[src/rtl/conv_mac_unit_pkg.sv]
// Shared types and helpers for the CNN multiply-accumulate datapath:
// FSM state encoding, parameter derivations and signed saturation.
package cnn_pkg;

  localparam int SAT_W = 32;

  typedef enum logic [1:0] {
    ST_IDLE    = 2'd0,
    ST_ACCUM   = 2'd1,
    ST_REQUANT = 2'd2,
    ST_OUTPUT  = 2'd3
  } mac_state_e;

  typedef struct packed {
    logic signed [SAT_W-1:0] value;
    logic                    sat;
  } sat_result_t;

  function automatic int calc_kk(input int kernel_size);
    return kernel_size * kernel_size;
  endfunction

  function automatic int calc_ch_w(input int max_ch);
    return $clog2(max_ch + 1);
  endfunction

  // Clips value into the signed range of 'width' bits; sat flags a change.
  function automatic sat_result_t sat_signed(input logic signed [SAT_W-1:0] value,
                                             input int width);
    sat_result_t res;
    logic signed [SAT_W-1:0] hi;
    logic signed [SAT_W-1:0] lo;
    hi = $signed((SAT_W'(1) << (width - 1)) - SAT_W'(1));
    lo = ~hi;
    res.value = value;
    res.sat   = 1'b0;
    if (value > hi) begin
      res.value = hi;
      res.sat   = 1'b1;
    end else if (value < lo) begin
      res.value = lo;
      res.sat   = 1'b1;
    end
    return res;
  endfunction

endpackage

[src/rtl/conv_mac_unit_if.sv]
// Beat input and result output handshake bundle of the MAC unit.
interface conv_mac_unit_if #(
  parameter int WIDTH = 8,
  parameter int KK    = 9
);
  logic                    in_valid;
  logic                    in_ready;
  logic [KK*WIDTH-1:0]     in_data;
  logic [KK*WIDTH-1:0]     in_weights;
  logic                    out_valid;
  logic                    out_ready;
  logic signed [WIDTH-1:0] out_value;
  logic                    out_sat;

  modport master (
    output in_valid, in_data, in_weights, out_ready,
    input  in_ready, out_valid, out_value, out_sat
  );

  modport slave (
    input  in_valid, in_data, in_weights, out_ready,
    output in_ready, out_valid, out_value, out_sat
  );
endinterface

[src/rtl/conv_mac_unit_mac_requant.sv]
// Combinational requantizer: round-half-up arithmetic shift, optional ReLU,
// then signed saturation to the output width.
module mac_requant
  import cnn_pkg::*;
#(
  parameter int ACCM_WIDTH = 24,
  parameter int WIDTH      = 8,
  parameter int SHIFT_W    = $clog2(ACCM_WIDTH)
) (
  input  logic signed [ACCM_WIDTH-1:0] acc,
  input  logic        [SHIFT_W-1:0]    q_shift,
  input  logic                         relu,
  output logic signed [WIDTH-1:0]      value,
  output logic                         sat
);

  logic signed [ACCM_WIDTH:0] acc_ext;
  logic signed [ACCM_WIDTH:0] rnd;
  logic signed [ACCM_WIDTH:0] rounded;
  logic signed [SAT_W-1:0]    r;
  sat_result_t                res;

  // One extra bit keeps the rounding add from wrapping near full scale.
  always_comb begin
    acc_ext = {acc[ACCM_WIDTH-1], acc};
    rnd     = '0;
    if (q_shift != '0) begin
      rnd = (ACCM_WIDTH+1)'(1) << (q_shift - SHIFT_W'(1));
    end
    rounded = (acc_ext + rnd) >>> q_shift;
    r       = SAT_W'(rounded);
    if (relu && (r < 0)) begin
      r = '0;
    end
    res   = sat_signed(r, WIDTH);
    value = WIDTH'(res.value);
    sat   = res.sat;
  end

endmodule

[src/rtl/conv_mac_unit.sv]
// Handshaked multi-channel window MAC: bias + sum of per-channel dot
// products, then requantized to one WIDTH-bit result per job.
//
// state      | meaning
// -----------+-----------------------------------------------------------
// ST_IDLE    | waiting for first beat; latches config and bias on accept
// ST_ACCUM   | accepting remaining channel beats into acc
// ST_REQUANT | registers the requantized result of acc
// ST_OUTPUT  | result presented until the consumer takes it
module conv_mac_unit
  import cnn_pkg::*;
#(
  parameter  int WIDTH       = 8,
  parameter  int ACCM_WIDTH  = 24,
  parameter  int KERNEL_SIZE = 3,
  parameter  int MAX_CH      = 64,
  localparam int KK          = calc_kk(KERNEL_SIZE),
  localparam int CH_W        = calc_ch_w(MAX_CH),
  localparam int SHIFT_W     = $clog2(ACCM_WIDTH)
) (
  input  logic                         clk,
  input  logic                         reset,
  input  logic        [CH_W-1:0]       cfg_n_ch,
  input  logic        [SHIFT_W-1:0]    cfg_q_shift,
  input  logic                         cfg_relu,
  input  logic signed [ACCM_WIDTH-1:0] cfg_bias,
  conv_mac_unit_if.slave               bus
);

  mac_state_e                  state_q, state_d;
  logic signed [ACCM_WIDTH-1:0] acc_q, acc_d;
  logic        [CH_W-1:0]       cnt_q, cnt_d;
  logic        [CH_W-1:0]       n_ch_q, n_ch_d;
  logic        [SHIFT_W-1:0]    q_shift_q, q_shift_d;
  logic                         relu_q, relu_d;
  logic signed [WIDTH-1:0]      out_value_q, out_value_d;
  logic                         out_sat_q, out_sat_d;
  logic                         out_valid_q, out_valid_d;
  logic                         in_ready_q, in_ready_d;

  logic                         in_xfer;
  logic        [CH_W-1:0]       eff_n_ch;
  logic signed [ACCM_WIDTH-1:0] dot;
  logic signed [WIDTH-1:0]      elem_d, elem_w;
  logic signed [2*WIDTH-1:0]    prod;
  logic signed [WIDTH-1:0]      rq_value;
  logic                         rq_sat;

  assign in_xfer = bus.in_valid && in_ready_q;

  always_comb begin
    dot    = '0;
    elem_d = '0;
    elem_w = '0;
    prod   = '0;
    for (int i = 0; i < KK; i++) begin
      elem_d = bus.in_data[i*WIDTH +: WIDTH];
      elem_w = bus.in_weights[i*WIDTH +: WIDTH];
      prod   = elem_d * elem_w;
      dot    = dot + ACCM_WIDTH'(prod);
    end
  end

  always_comb begin
    if (cfg_n_ch == '0) begin
      eff_n_ch = CH_W'(1);
    end else if (cfg_n_ch > CH_W'(MAX_CH)) begin
      eff_n_ch = CH_W'(MAX_CH);
    end else begin
      eff_n_ch = cfg_n_ch;
    end
  end

  mac_requant #(
    .ACCM_WIDTH(ACCM_WIDTH),
    .WIDTH     (WIDTH),
    .SHIFT_W   (SHIFT_W)
  ) u_requant (
    .acc    (acc_q),
    .q_shift(q_shift_q),
    .relu   (relu_q),
    .value  (rq_value),
    .sat    (rq_sat)
  );

  always_comb begin
    state_d     = state_q;
    acc_d       = acc_q;
    cnt_d       = cnt_q;
    n_ch_d      = n_ch_q;
    q_shift_d   = q_shift_q;
    relu_d      = relu_q;
    out_value_d = out_value_q;
    out_sat_d   = out_sat_q;
    unique case (state_q)
      ST_IDLE: begin
        if (in_xfer) begin
          acc_d     = cfg_bias + dot;
          cnt_d     = CH_W'(1);
          n_ch_d    = eff_n_ch;
          q_shift_d = cfg_q_shift;
          relu_d    = cfg_relu;
          state_d   = (eff_n_ch == CH_W'(1)) ? ST_REQUANT : ST_ACCUM;
        end
      end
      ST_ACCUM: begin
        if (in_xfer) begin
          acc_d = acc_q + dot;
          cnt_d = cnt_q + CH_W'(1);
          if (cnt_d == n_ch_q) begin
            state_d = ST_REQUANT;
          end
        end
      end
      ST_REQUANT: begin
        out_value_d = rq_value;
        out_sat_d   = rq_sat;
        state_d     = ST_OUTPUT;
      end
      ST_OUTPUT: begin
        if (bus.out_ready) begin
          state_d = ST_IDLE;
        end
      end
      default: state_d = ST_IDLE;
    endcase
    // Handshake flags follow the next state so they are clean registers.
    in_ready_d  = (state_d == ST_IDLE) || (state_d == ST_ACCUM);
    out_valid_d = (state_d == ST_OUTPUT);
  end

  always_ff @(posedge clk) begin
    if (reset) begin
      state_q     <= ST_IDLE;
      acc_q       <= '0;
      cnt_q       <= '0;
      n_ch_q      <= CH_W'(1);
      q_shift_q   <= '0;
      relu_q      <= 1'b0;
      out_value_q <= '0;
      out_sat_q   <= 1'b0;
      out_valid_q <= 1'b0;
      in_ready_q  <= 1'b1;
    end else begin
      state_q     <= state_d;
      acc_q       <= acc_d;
      cnt_q       <= cnt_d;
      n_ch_q      <= n_ch_d;
      q_shift_q   <= q_shift_d;
      relu_q      <= relu_d;
      out_value_q <= out_value_d;
      out_sat_q   <= out_sat_d;
      out_valid_q <= out_valid_d;
      in_ready_q  <= in_ready_d;
    end
  end

  assign bus.in_ready  = in_ready_q;
  assign bus.out_valid = out_valid_q;
  assign bus.out_value = out_value_q;
  assign bus.out_sat   = out_sat_q;

endmodule

[src/flat_wrapper.sv]
// flat-port wrapper written by rule: the top's interface ports become plain ports
module conv_mac_unit_flat import cnn_pkg::*;
#(
  parameter  int WIDTH       = 8,
  parameter  int ACCM_WIDTH  = 24,
  parameter  int KERNEL_SIZE = 3,
  parameter  int MAX_CH      = 64,
  localparam int KK          = calc_kk(KERNEL_SIZE),
  localparam int CH_W        = calc_ch_w(MAX_CH),
  localparam int SHIFT_W     = $clog2(ACCM_WIDTH)
)
  (clk, reset, cfg_n_ch, cfg_q_shift, cfg_relu, cfg_bias, bus_in_valid, bus_in_data, bus_in_weights, bus_out_ready, bus_in_ready, bus_out_valid, bus_out_value, bus_out_sat);
  conv_mac_unit_if #(.WIDTH(WIDTH), .KK((9))) bus_i ();
  input  logic clk;
  input  logic reset;
  input  logic        [CH_W-1:0] cfg_n_ch;
  input  logic        [SHIFT_W-1:0] cfg_q_shift;
  input  logic cfg_relu;
  input  logic signed [ACCM_WIDTH-1:0] cfg_bias;
  input wire logic [$bits(bus_i.in_valid)-1:0] bus_in_valid;
  input wire logic [$bits(bus_i.in_data)-1:0] bus_in_data;
  input wire logic [$bits(bus_i.in_weights)-1:0] bus_in_weights;
  input wire logic [$bits(bus_i.out_ready)-1:0] bus_out_ready;
  output wire logic [$bits(bus_i.in_ready)-1:0] bus_in_ready;
  output wire logic [$bits(bus_i.out_valid)-1:0] bus_out_valid;
  output wire logic [$bits(bus_i.out_value)-1:0] bus_out_value;
  output wire logic [$bits(bus_i.out_sat)-1:0] bus_out_sat;
  assign bus_i.in_valid = bus_in_valid;
  assign bus_i.in_data = bus_in_data;
  assign bus_i.in_weights = bus_in_weights;
  assign bus_i.out_ready = bus_out_ready;
  assign bus_in_ready = bus_i.in_ready;
  assign bus_out_valid = bus_i.out_valid;
  assign bus_out_value = bus_i.out_value;
  assign bus_out_sat = bus_i.out_sat;
  conv_mac_unit #(.WIDTH(WIDTH), .ACCM_WIDTH(ACCM_WIDTH), .KERNEL_SIZE(KERNEL_SIZE), .MAX_CH(MAX_CH)) u_core (.clk(clk), .reset(reset), .cfg_n_ch(cfg_n_ch), .cfg_q_shift(cfg_q_shift), .cfg_relu(cfg_relu), .cfg_bias(cfg_bias), .bus(bus_i));
endmodule
[config.mk]
export PLATFORM = sky130hd
export DESIGN_NAME = conv_mac_unit_flat
export DESIGN_NICKNAME = d
export VERILOG_FILES = /design/src/rtl/conv_mac_unit_pkg.sv /design/src/rtl/conv_mac_unit_if.sv /design/src/rtl/conv_mac_unit_mac_requant.sv /design/src/rtl/conv_mac_unit.sv /design/src/flat_wrapper.sv
export SDC_FILE = /design/constraint.sdc
export NUM_CORES = 2
export LEC_CHECK = 0
export CAP_MARGIN = 20
export CORE_AREA = 3 3 262 264
export DETAILED_ROUTE_END_ITERATION = 7
export DIE_AREA = 0 0 265 267
export GPL_TIMING_DRIVEN = 0
export PLACE_DENSITY = 0.75
export SLEW_MARGIN = 0
export SYNTH_ARGS = -nofsm -noshare
export SYNTH_HDL_FRONTEND = slang
export SYNTH_HIERARCHICAL = 1
export SYNTH_SLANG_ARGS = --single-unit
[constraint.sdc]
create_clock -name clk -period 14.43 [get_ports clk]
set_input_delay 2.886 -clock clk [delete_from_list [all_inputs] [get_ports clk]]
set_output_delay 2.886 -clock clk [all_outputs]
set_load 0.01 [all_outputs]
* After elaboration in Yosys (flattened, before gate mapping) *
Index checks and enable logic that the tools add are counted.

cells by class
  divide/modulo/power cells = 0
  equality and inequality tests = 9
  reductions and logical operators = 10
  add/sub/neg operators = 13
  $lt $le $gt $ge = 4
  multipliers = 9
  shift operators = 2
  mux-type cells = 18
  bitwise operators = 0

operators by type and width
  operator                                                                count
  24-bit by 16-bit adder with 24-bit output                               6
  8-bit by 8-bit multiplier with 16-bit output                            9
  24-bit adder                                                            2
  24-bit 2-to-1 mux                                                       2
  24-bit one-hot mux with 2 select lines                                  1
  32-bit by 8-bit > comparator with 1-bit output (second input constant)  1
  32-bit by 8-bit < comparator with 1-bit output (second input constant)  1
  32-bit 2-to-1 mux                                                       1
  7-bit 2-to-1 mux                                                        4
  24-bit by 25-bit adder with 25-bit output                               1
  25-bit by 1-bit < comparator with 1-bit output (second input constant)  1
  25-bit 2-to-1 mux                                                       1
  1-bit by 5-bit << shifter with 25-bit output (first input constant)     1
  25-bit by 5-bit >>> shifter with 25-bit output                          1
  17-bit by 16-bit adder with 18-bit output                               1
  9-bit 2-to-1 mux                                                        2
  16-bit by 16-bit adder with 17-bit output                               1
  7-bit one-hot mux with 2 select lines                                   1
  2-bit 2-to-1 mux                                                        5
  2-bit one-hot mux with 4 select lines                                   1
  7-bit by 1-bit adder with 7-bit output (second input constant)          1
  7-bit by 1-bit == test with 1-bit output (second input constant)        1
  7-bit == test                                                           1
  7-bit > comparator (second input constant)                              1
  other kinds (12)                                                        18

storage, ports and cells
  word-level logic and storage cells = 75
  bits in latches = 0
  bits in writable memories = 0
  output and inout port bits = 11
  input port bits = 185
  register bits = 57
  memories kept = 0
  ROM bits = 0

* Logic depth before layout (Yosys ltp) *
  depth in word-level cells = 12
  gate-level depth with buffers = 37
  gate-level depth less buffers = 37

* Hierarchy *
The synthesis kept the hierarchy.

by module, submodules not included
  module         area each (µm²)  cells an instance  times used
  conv_mac_unit  29419.5          3019               1
  mac_requant    3806.2           576                1

* Worst setup path after synthesis *
No wires, ideal clock.

  kind = input-to-reg
  from = in bus_in_data[39]
  to = reg u_core.acc_q[23]
  path slack = 2.666 ns
  arrival time = 11.679 ns
  stages on the path = 32
  cell sequence = clkbuf_1 nand2_1 inv_1 fa_1 inv_1 fa_1 fa_1 fa_1 inv_1 fa_1 fa_1 fa_1 fa_1 fa_1 inv_1 fa_1 inv_1 ha_1 a21o_1 a31o_2 a221o_1 a21o_1 a21o_1 a21o_1 a21oi_1 xnor2_1 ha_1 or4_1 o311ai_0 a211oi_2 xnor2_1 a211oi_1

between the ends
  longest elaborated chain between the ends = 9
  elaborated cells between the ends (all ways) = 11

ends and longest elaborated chain
  what                                                        RTL line                                   RTL
  from (decl)                                                 flat_wrapper.sv:21                         input wire logic [$bits(bus_i.in_data)-1:0] bus_in_data;
  8-bit by 8-bit multiplier with 16-bit output (*)            conv_mac_unit.sv:59                        prod = elem_d * elem_w;
  24-bit by 16-bit adder with 24-bit output (*) (5 in a row)  conv_mac_unit.sv:60                        dot = dot + ACCM_WIDTH'(prod);
  24-bit adder, on equally long branches                      conv_mac_unit.sv:108, conv_mac_unit.sv:98
  24-bit 2-to-1 mux, on equally long branches                 conv_mac_unit.sv:107, conv_mac_unit.sv:97
  24-bit one-hot mux with 2 select lines (*)                  conv_mac_unit.sv:95                        unique case (state_q)
  to (signal assigned)                                        conv_mac_unit.sv:135                       acc_q <= '0;
  to (signal assigned)                                        conv_mac_unit.sv:146                       acc_q <= acc_d;
  to (decl)                                                   conv_mac_unit.sv:31                        logic signed [ACCM_WIDTH-1:0] acc_q, acc_d;

Every way passes the cells marked *; elsewhere a longest branch is shown, timed or not. The select of a mux whose other input is x is not followed.
A chain may end at the register's enable or synchronous reset.

* Final worst setup path *
  from = in bus_in_weights[63]
  to = reg u_core.acc_q[23]

between the ends
  longest elaborated chain between the ends = 6
  elaborated cells between the ends (all ways) = 8

ends and longest elaborated chain
  what                                                        RTL line                                   RTL
  from (decl)                                                 flat_wrapper.sv:22                         input wire logic [$bits(bus_i.in_weights)-1:0] bus_in_weights;
  8-bit by 8-bit multiplier with 16-bit output (*)            conv_mac_unit.sv:59
  24-bit by 16-bit adder with 24-bit output (*) (2 in a row)  conv_mac_unit.sv:60
  24-bit adder, on equally long branches                      conv_mac_unit.sv:108, conv_mac_unit.sv:98
  24-bit 2-to-1 mux, on equally long branches                 conv_mac_unit.sv:107, conv_mac_unit.sv:97
  24-bit one-hot mux with 2 select lines (*)                  conv_mac_unit.sv:95

Marks and branches as above.

==> results.toml <==
[clock_network]
path_clk_slew_ns = 0.05
htreeDepth = 3
insertion_delay_ns = 0.32
cts_made_buffers = 9
cts-root-buf = "clkbuf_16"
clk_path_buf_depth = 2
cts_setup_buffers = 0
cts_resized = 0
holdBufCountCts = 0
cts_tree = "built"
cts_sinks = 57

[layout]
final_core_util = 0.5467
finalNetCount = 5037
final_common_cell = "inv_1"
layout.cells.non_filler = 4677
mostFrequentLayoutCells = "inv_1 (898), fa_1 (810), nand2_1 (341)"
fin_area_mm2 = 0.03652
syn_to_final_growth_pct = 9.912
drive_gt1_frac = 0.02789

[synthesis]
synth_cells = 3595
yosys_warnings = 6
syn_avg_cell_area_um2 = 9.242
ys_seq_elements = 57
synthesis.nets = 4835
syn-cell-area_mm2 = 0.03323
synth_ff_type = "dfxtp_1"
synth_edf_count = 0
async_reset_ff_frac = 0
seq_area_frac_synth = 0.03434
synth_cell_types = 94

[critical_path]
cp_num_buf_inv = 8
critPathTopFamily = "adder cells"
cp_common_cell = "fa_1"
cp.arrival_ns = 13.17
endpoint_kind = "flop"
crit_required_ns = 14.61
cpPeakStageDelay_ns = 0.71
crit_fanout = 8
start_kind = "input port"
crit_type = "input port to flop"
slowest_stage = "clkdlybuf4s50_1"

[hold_path]
hold_class = "flop to flop"

[global_routing]
grt_pass1_wl_um = 145400
gr-total-overflow = 0
grt.total_usage = 0.2626
grt_pass1_vias = 27240
antenna_found_initial = 4
grt_max_degree = 11

[die]
ios = 196
core_area_mm2 = 0.06680
floorplan.initialDensity = 0.4974
die_h_um = 267
die_w_um = 265
die_area_mm2 = 0.07076
rows = 95

[timing]
setup_viol = 0
worstMarginPinSlew_ns = 0.9039
fmax_mhz = 77.03
post-route-period-util = 0.8997
tns_ns = 0
fin_skew_ns = 0.004787
finalHoldViolations = 0
maxSlewViolCount = 0
slew_headroom = 0.3959
grt_setup_unrepaired = "no"
period_needed_ns = 12.98

[route]
vias = 25260
ant_nets = 0
vias_per_cell = 5.400
wl_per_cell_um = 19.25
first_iter_violations = 1797
route.detailed.drc = 0
dr.pass1.iters = 7
wirelength_um = 90030

[placement]
gp_congestion = 0.9679
io_buffers = 191
post-dp-hpwl_um = 80370
placed_area_mm2 = 0.03623
dp_cells = 4659

[run_status]
status = "complete, no violations"

[job]
maxCapViolCount = 0
-- routing by layer --
metal	track usage	part of all wire	up-vias
met1	0.3572	0.41	12800
met2	0.4275	0.47	881
li1	-	-	11410
met4	0.07629	0.033	4
met5	0.009459	0.0011	-
met3	0.05393	0.085	163
-- final cells by class --
cell class	count	area, um2
antenna	3	7.507
sequential	57	1141
clock buffer	12	266.5
fill	5997	30280
multi-input combinational	2571	28400
tap	873	1092
clock inverter	3	15.01
timing repair buffer	191	1912
buffer	66	297.8
inverter	901	3382
-- worst register-to-register path, stage by stage (launching register included) --
cell      delay [ns]
dfxtp_1         0.34
clkbuf_1        0.47
clkbuf_1        0.45
buf_1           0.52
clkbuf_1        0.38
nand2_1         0.23
nor3_1          0.37
ha_1            0.24
buf_2           0.24
nand4_1         0.32
nor3_1          0.34
a22oi_1         0.14
nand3_1         0.12
xor2_1          0.35
mux2i_2         0.22
a221oi_2        0.50
a31oi_1         0.15
o41ai_1         0.38
nand4_1         0.23
o31ai_2         0.51
a21o_1          0.19
nand2_1         0.08
a21oi_1         0.16
-- per-stage QoR --
step / hold slack, ns / setup WS (ns)
global route: 0.4696 / 1.042
detailed placement: 0.4453 / 1.228
CTS: 0.4521 / 1.541
global placement: 0.4391 / 1.284
floorplan: 0.4330 / 2.666
finish: 0.4486 / 1.447
-- path summary, 6_finish.rpt --
| kind | from | end | slack, ns | cells past startpoint |
|---|---|---|---|---|
| hold reg to reg | u_core/q_shift_q[3] | u_core/q_shift_q[3] | 0.45 | 2 |
| setup / recovery | bus_in_weights[63] | u_core/acc_q[23] | 1.45 | 34 |
| setup reg to reg | u_core/q_shift_q[1] | u_core/bus.out_value[3] | 7.41 | 22 |
| hold / removal | u_core/q_shift_q[3] | u_core/q_shift_q[3] | 0.45 | 2 |
-- synth_stat cells (all sizes together) (8+ instances only) --
cell / count / area, um2
clkbuf: 39 / 146.4
nand4: 20 / 125.1
fa: 810 / 16220
o31ai: 12 / 100.1
nor2: 107 / 401.6
or2: 11 / 68.81
nor2b: 41 / 256.5
nand2: 341 / 1280
nor3: 39 / 200.2
nand2b: 49 / 306.5
o21a: 21 / 157.7
xor2: 22 / 192.7
inv: 898 / 3371
nand3b: 10 / 75.07
a211oi: 29 / 222.7
mux2i: 20 / 203.9
and3: 16 / 100.1
o211ai: 19 / 152.6
dfxtp: 57 / 1141
and2: 319 / 1996
o21bai: 8 / 60.06
o2111ai: 9 / 78.83
nand3: 20 / 100.1
nor4: 9 / 56.30
a21oi: 104 / 546.8
xnor2: 36 / 315.3
a221o: 8 / 80.08
ha: 245 / 3065
buf: 27 / 151.4
mux2: 34 / 386.6
a21o: 36 / 271.5
o21ai: 64 / 339.1
-- registers in the layout, indices dropped and copies added (netlist names) --
signal,count
u_core/q_shift_q,5
u_core/bus.out_valid,1
u_core/acc_q,24
u_core/cnt_q,7
u_core/n_ch_q,7
u_core/bus.out_sat,1
u_core/state_q,2
u_core/relu_q,1
u_core/bus.out_value,8
u_core/bus.in_ready,1
-- logic make-up after synthesis --
logic type	share of synthesized area
AND/OR/NAND/NOR	0.1560
AO/OA/AOI/OAI	0.08349
adder cells (fa/ha/maj)	0.5803
flip-flops	0.03434
buffers and inverters	0.1108
multiplexers	0.01981
XOR/XNOR	0.01529
Power is not shown: default switching activity piles up to over one toggle a cycle in this logic, so the estimate is an artifact.
